$ cat config.mk
export PLATFORM = sky130hd
export DESIGN_NAME = uart_rx_fifo
export DESIGN_NICKNAME = d
export VERILOG_FILES = /design/src/rtl/uart_fifo_pkg.sv /design/src/rtl/byte_fifo_core.sv /design/src/rtl/uart_rx_fifo.sv
export SDC_FILE = /design/constraint.sdc
export NUM_CORES = 1
export LEC_CHECK = 0
export CAP_MARGIN = 20
export CORE_MARGIN = 2
export CORE_UTILIZATION = 50
export CTS_CLUSTER_DIAMETER = 120
export DETAILED_ROUTE_END_ITERATION = 10
export PLACE_DENSITY_LB_ADDON = 0.05
export SLEW_MARGIN = 20
export SYNTH_ARGS = -nofsm -noshare
export SYNTH_HDL_FRONTEND = slang
export SYNTH_SLANG_ARGS = --single-unit
$ cat constraint.sdc
create_clock -name clk -period 2.75 [get_ports clk]
set_input_delay 0.4125 -clock clk [delete_from_list [all_inputs] [get_ports clk]]
set_output_delay 0.4125 -clock clk [all_outputs]
set_load 0.01 [all_outputs]
$ cat src/rtl/uart_fifo_pkg.sv
// Shared constants and width helpers for the UART receive FIFO and the
// memory-map status register that reports its occupancy.
package uart_fifo_pkg;

  localparam int DEFAULT_DEPTH  = 8;
  localparam int DEFAULT_DATA_W = 8;

  // Pointer width; a depth of 1 would otherwise give a zero-width pointer.
  function automatic int ptr_w(input int depth);
    return (depth <= 1) ? 1 : $clog2(depth);
  endfunction

  // Occupancy needs one extra bit to represent the full value DEPTH.
  function automatic int count_w(input int depth);
    return ptr_w(depth) + 1;
  endfunction

endpackage

$ cat src/rtl/byte_fifo_core.sv
// Storage array, read/write pointers and occupancy count for a power-of-two
// deep FIFO. The caller guarantees push is only asserted when legal.
module byte_fifo_core
  import uart_fifo_pkg::*;
#(
  parameter int DEPTH  = DEFAULT_DEPTH,
  parameter int DATA_W = DEFAULT_DATA_W,
  localparam int PW    = ptr_w(DEPTH),
  localparam int CW    = count_w(DEPTH)
) (
  input  logic              clk,
  input  logic              rst,
  input  logic              push,
  input  logic              pop,
  input  logic [DATA_W-1:0] wr_data,
  output logic [DATA_W-1:0] rd_data,
  output logic [CW-1:0]     count,
  output logic              full,
  output logic              empty
);

  logic [DATA_W-1:0] mem [DEPTH];
  logic [PW-1:0]     wr_ptr;
  logic [PW-1:0]     rd_ptr;

  assign full    = (count == CW'(DEPTH));
  assign empty   = (count == '0);
  assign rd_data = mem[rd_ptr];

  // Storage is deliberately left unreset; only the pointers define validity.
  always_ff @(posedge clk) begin
    if (rst && push) begin
      mem[wr_ptr] <= wr_data;
    end
  end

  always_ff @(posedge clk) begin
    if (!rst) begin
      wr_ptr <= '0;
      rd_ptr <= '0;
      count  <= '0;
    end else begin
      if (push) begin
        wr_ptr <= wr_ptr + PW'(1);
      end
      if (pop) begin
        rd_ptr <= rd_ptr + PW'(1);
      end
      if (push && !pop) begin
        count <= count + CW'(1);
      end else if (pop && !push) begin
        count <= count - CW'(1);
      end
    end
  end

endmodule

$ cat src/rtl/uart_rx_fifo.sv
// UART receive buffer: never back-pressures the line, drops and flags bytes
// when full, presents bytes FWFT to the CPU. UART_RX_FIFO_HWM_EN adds hwm.
module uart_rx_fifo
  import uart_fifo_pkg::*;
#(
  parameter int DEPTH  = DEFAULT_DEPTH,
  parameter int DATA_W = DEFAULT_DATA_W,
  localparam int CW    = count_w(DEPTH)
) (
  input  logic              clk,
  input  logic              rst,
  input  logic [DATA_W-1:0] uart_data,
  input  logic              uart_valid,
  output logic              uart_ready,
  output logic [DATA_W-1:0] cpu_data,
  output logic              cpu_valid,
  input  logic              cpu_pop,
  output logic [CW-1:0]     count,
  output logic              overflow,
  input  logic              overflow_clr,
  output logic [CW-1:0]     hwm
);

  logic              push;
  logic              pop_eff;
  logic              drop;
  logic              full;
  logic              empty;
  logic [DATA_W-1:0] head;

  assign uart_ready = rst;
  assign cpu_valid  = !empty;
  assign pop_eff    = cpu_pop && cpu_valid;
  // A pop in the same cycle frees the slot, so a full FIFO can still accept.
  assign push       = uart_valid && uart_ready && (!full || pop_eff);
  assign drop       = uart_valid && uart_ready && full && !pop_eff;
  assign cpu_data   = empty ? '0 : head;

  byte_fifo_core #(
    .DEPTH  (DEPTH),
    .DATA_W (DATA_W)
  ) u_core (
    .clk     (clk),
    .rst     (rst),
    .push    (push),
    .pop     (pop_eff),
    .wr_data (uart_data),
    .rd_data (head),
    .count   (count),
    .full    (full),
    .empty   (empty)
  );

  always_ff @(posedge clk) begin
    if (!rst) begin
      overflow <= 1'b0;
    end else if (drop) begin
      overflow <= 1'b1;
    end else if (overflow_clr) begin
      overflow <= 1'b0;
    end
  end

`ifdef UART_RX_FIFO_HWM_EN
  logic [CW-1:0] next_count;

  always_comb begin
    next_count = count;
    if (push && !pop_eff) begin
      next_count = count + CW'(1);
    end else if (pop_eff && !push) begin
      next_count = count - CW'(1);
    end
  end

  always_ff @(posedge clk) begin
    if (!rst) begin
      hwm <= '0;
    end else if (overflow_clr) begin
      hwm <= next_count;
    end else if (next_count > hwm) begin
      hwm <= next_count;
    end
  end
`else
  assign hwm = '0;
`endif

endmodule

==> impl_metrics.toml <==
[status]
status = "complete, no violations"

[synthesis]
synth-edff-count = 64
synthCells = 188
syn_area_um2 = 3250
synth-compound-area-share_pct = 2.04
ys_async_sr_fraction_pct = 0
synthMuxAreaShare_pct = 15.5
syn_avg_cell_area_um2 = 17.3
yosysSeqAreaShare_pct = 67.8
synth_fa_ha_area_share_pct = 2.54
ys_warn_count = 0
synth_top_family_by_area = "multiplexers"
ys_seq_elements = 78
synth_flop_cell = "edfxtp_1"
synth.distinct_cells = 33
synth_simple_gate_area_share_pct = 7.90
synthXorXnorAreaFrac_pct = 1.08

[die]
num_io_pins = 32
die_area_um2 = 7150
die_w_um = 84.6
initial_core_util_pct = 51.4
die_h_um = 84.6
row_count = 29
core_um2 = 6310

[sta]
layout_worst_path_cycle_share_pct = 94.3
worst_pin_slew_ns = 0.578
setup_viol = 0
fmax_ghz = 0.386
hold_violations = 0
skew_ns = 0.0101
slew-limit-headroom_pct = 61.4
report.final.slew_viol_count = 0
period_needed_ns = 2.59
grt_setup_unrepaired = "false"
fin_tns_setup_ns = 0

[routing]
num_vias = 1722
firstDrtPassIters = 5
vias_per_cell = 5.50
drc = 0
drtIter0Drc = 117
wl_per_cell_um = 18.3
finalWirelength_um = 5720
ant_nets = 0

[final_layout]
diodes = 0
fin_nets = 250
drive_above_1_share_pct = 17.8
mostFrequentLayoutCell = "edfxtp_1"
final_cell_mix = "64 x edfxtp_1, 27 x clkdlybuf4s50_1, 14 x dfxtp_1"
area_growth_pct = 19.4
nFillCells = 481

[clock_tree]
path_clk_slew_ns = 0.07
cts_tree = "yes"
htreeDepth = 3
cts_inserted_buffers = 9
clk_latency_ns = 0.34
cts-root-buf = "clkbuf_8"
clockBufferDepth = 2
hold_buffers = 0
clock_sinks = 78

[global_routing]
grt_pass1_vias = 1723
antenna_found_initial = 0
gr-usage-all-layers_pct = 17.5
grt_pass1_wl_um = 9000
grt_max_degree = 18
grt_overflow = 0

[setup_path]
r2r_cells = 10
crit_path_start_kind = "flip-flop"
crit_fanout = 5
rrSetupSlack_ns = 0.16
crit_arrival_ns = 2.85
cp_data_required_time_ns = 3.00
path_class = "reg2reg"
end_kind = "flip-flop"

[placement]
globalplace.congestion = 0.797
dp_hpwl_um = 3760
io_buffers = 27

[pwr]
powerDensity_nw_per_um2 = 864
p_seq_share_pct = 41.9
p_leak_nw = 1.31
switching_share_pct = 28.3
ir_worst_vdd_v = 0.000629
netSwitchingPower_w = 0.000948
p_total_w = 0.00335
p_int_w = 0.00240
pwr-share-comb_pct = 30.3
power_frac_clock_pct = 27.8

[hold_path]
min_path_type = "reg2reg"
hold_path_depth = 2

[flow_run]
maxCapViolCount = 0
-- flip-flops by register name, summed over array words and instances (netlist names), named ones only --
register       count
overflow           1
u_core.wr_ptr      3
u_core.rd_ptr      3
u_core.mem        64
u_core.count       4
-- routing by layer --
metal  part of all wire [%]  GRT usage, %
met1                     43          23.2
met2                     50          27.6
met3                    5.8          4.82
met4                    1.4          7.36
met5                      0             0
-- cell usage after synthesis, types with 4 or more instances --
cell / instances / area [µm²]
nor2_1: 11 / 41.3
nand2_1: 10 / 37.5
nand2b_1: 4 / 25.0
mux2i_1: 11 / 110
and2_1: 6 / 37.5
edfxtp_1: 64 / 1920
mux4_2: 7 / 158
dfxtp_1: 14 / 280
buf_4: 5 / 37.5
nor3_1: 7 / 35.0
mux4_1: 9 / 236
ha_1: 5 / 62.6
xnor2_1: 4 / 35.0
-- worst paths after layout --
| path | start | end |
|---|---|---|
| max | u_core.count[1]$_SDFFE_PN0P_ | u_core.count[3]$_SDFFE_PN0P_ |
| min | u_core.wr_ptr[0]$_SDFFE_PN0N_ | u_core.wr_ptr[0]$_SDFFE_PN0N_ |
| max reg2reg | u_core.count[1]$_SDFFE_PN0P_ | u_core.count[3]$_SDFFE_PN0P_ |
| min reg2reg | u_core.wr_ptr[0]$_SDFFE_PN0N_ | u_core.wr_ptr[0]$_SDFFE_PN0N_ |
-- what timing repair did --
| action | in CTS | in global routing |
|---|---|---|
| buffers inserted | 0 | 0 |
| endpoints found under the setup margin | 0 | 4 |
| gates resized for setup | 0 | 2 |
-- power groups by stage --
| stage | combinational (W) | sequential (W) | clock, W |
|---|---|---|---|
| floorplan | 0.000619 | 0.00143 | 0 |
| global placement | 0.000982 | 0.00142 | 0 |
| detailed placement | 0.00101 | 0.00143 | 0 |
| CTS | 0.00102 | 0.00140 | 0.000953 |
| global route | 0.00109 | 0.00141 | 0.00102 |
| finish | 0.00101 | 0.00140 | 0.000932 |
-- through the flow --
step,setup WS [ns],util [%],cells,hold slack (ns),instance area [µm²]
after CTS,0.0599,61.3,313,0.504,3870
after floorplan,0.324,-,191,0.460,3260
after global routing,0.00656,61.4,313,0.531,3870
after detailed placement,-0.0604,57.8,297,0.493,3650
after global placement,0.152,57.8,297,0.471,3650
final,0.157,61.4,313,0.513,3870
-- cell type report --
type                    instances  area, µm²  share of cell area [%]
clock inverters                 6       92.6                    2.39
repair buffers                 41        379                    9.78
clock buffers                  10        128                    3.29
inverters                       3       13.8                   0.355
flip-flops and latches         78       2200                    56.8
well taps                      77       96.3                    2.49
multi-input cells              98        963                    24.9
-- critical path, cell delays in order (launching register included) --
cell	delay [ns]
dfxtp_1	0.36
or3_4	0.45
o21a_1	0.22
and2_1	0.16
ha_1	0.19
inv_1	0.13
ha_1	0.30
a21oi_2	0.16
a211oi_1	0.09
a31oi_1	0.21
mux2i_1	0.25
-- cells by family after synthesis --
| kind of cell | count (synthesis) |
|---|---|
| AO/OA/AOI/OAI | 10 |
| XOR/XNOR | 4 |
| other | 1 |
| adder cells (fa/ha/maj) | 6 |
| AND/OR/NAND/NOR | 47 |
| buffers and inverters | 15 |
| flip-flops | 78 |
| multiplexers | 27 |
Note: power is estimated with default switching activity, not from simulation.
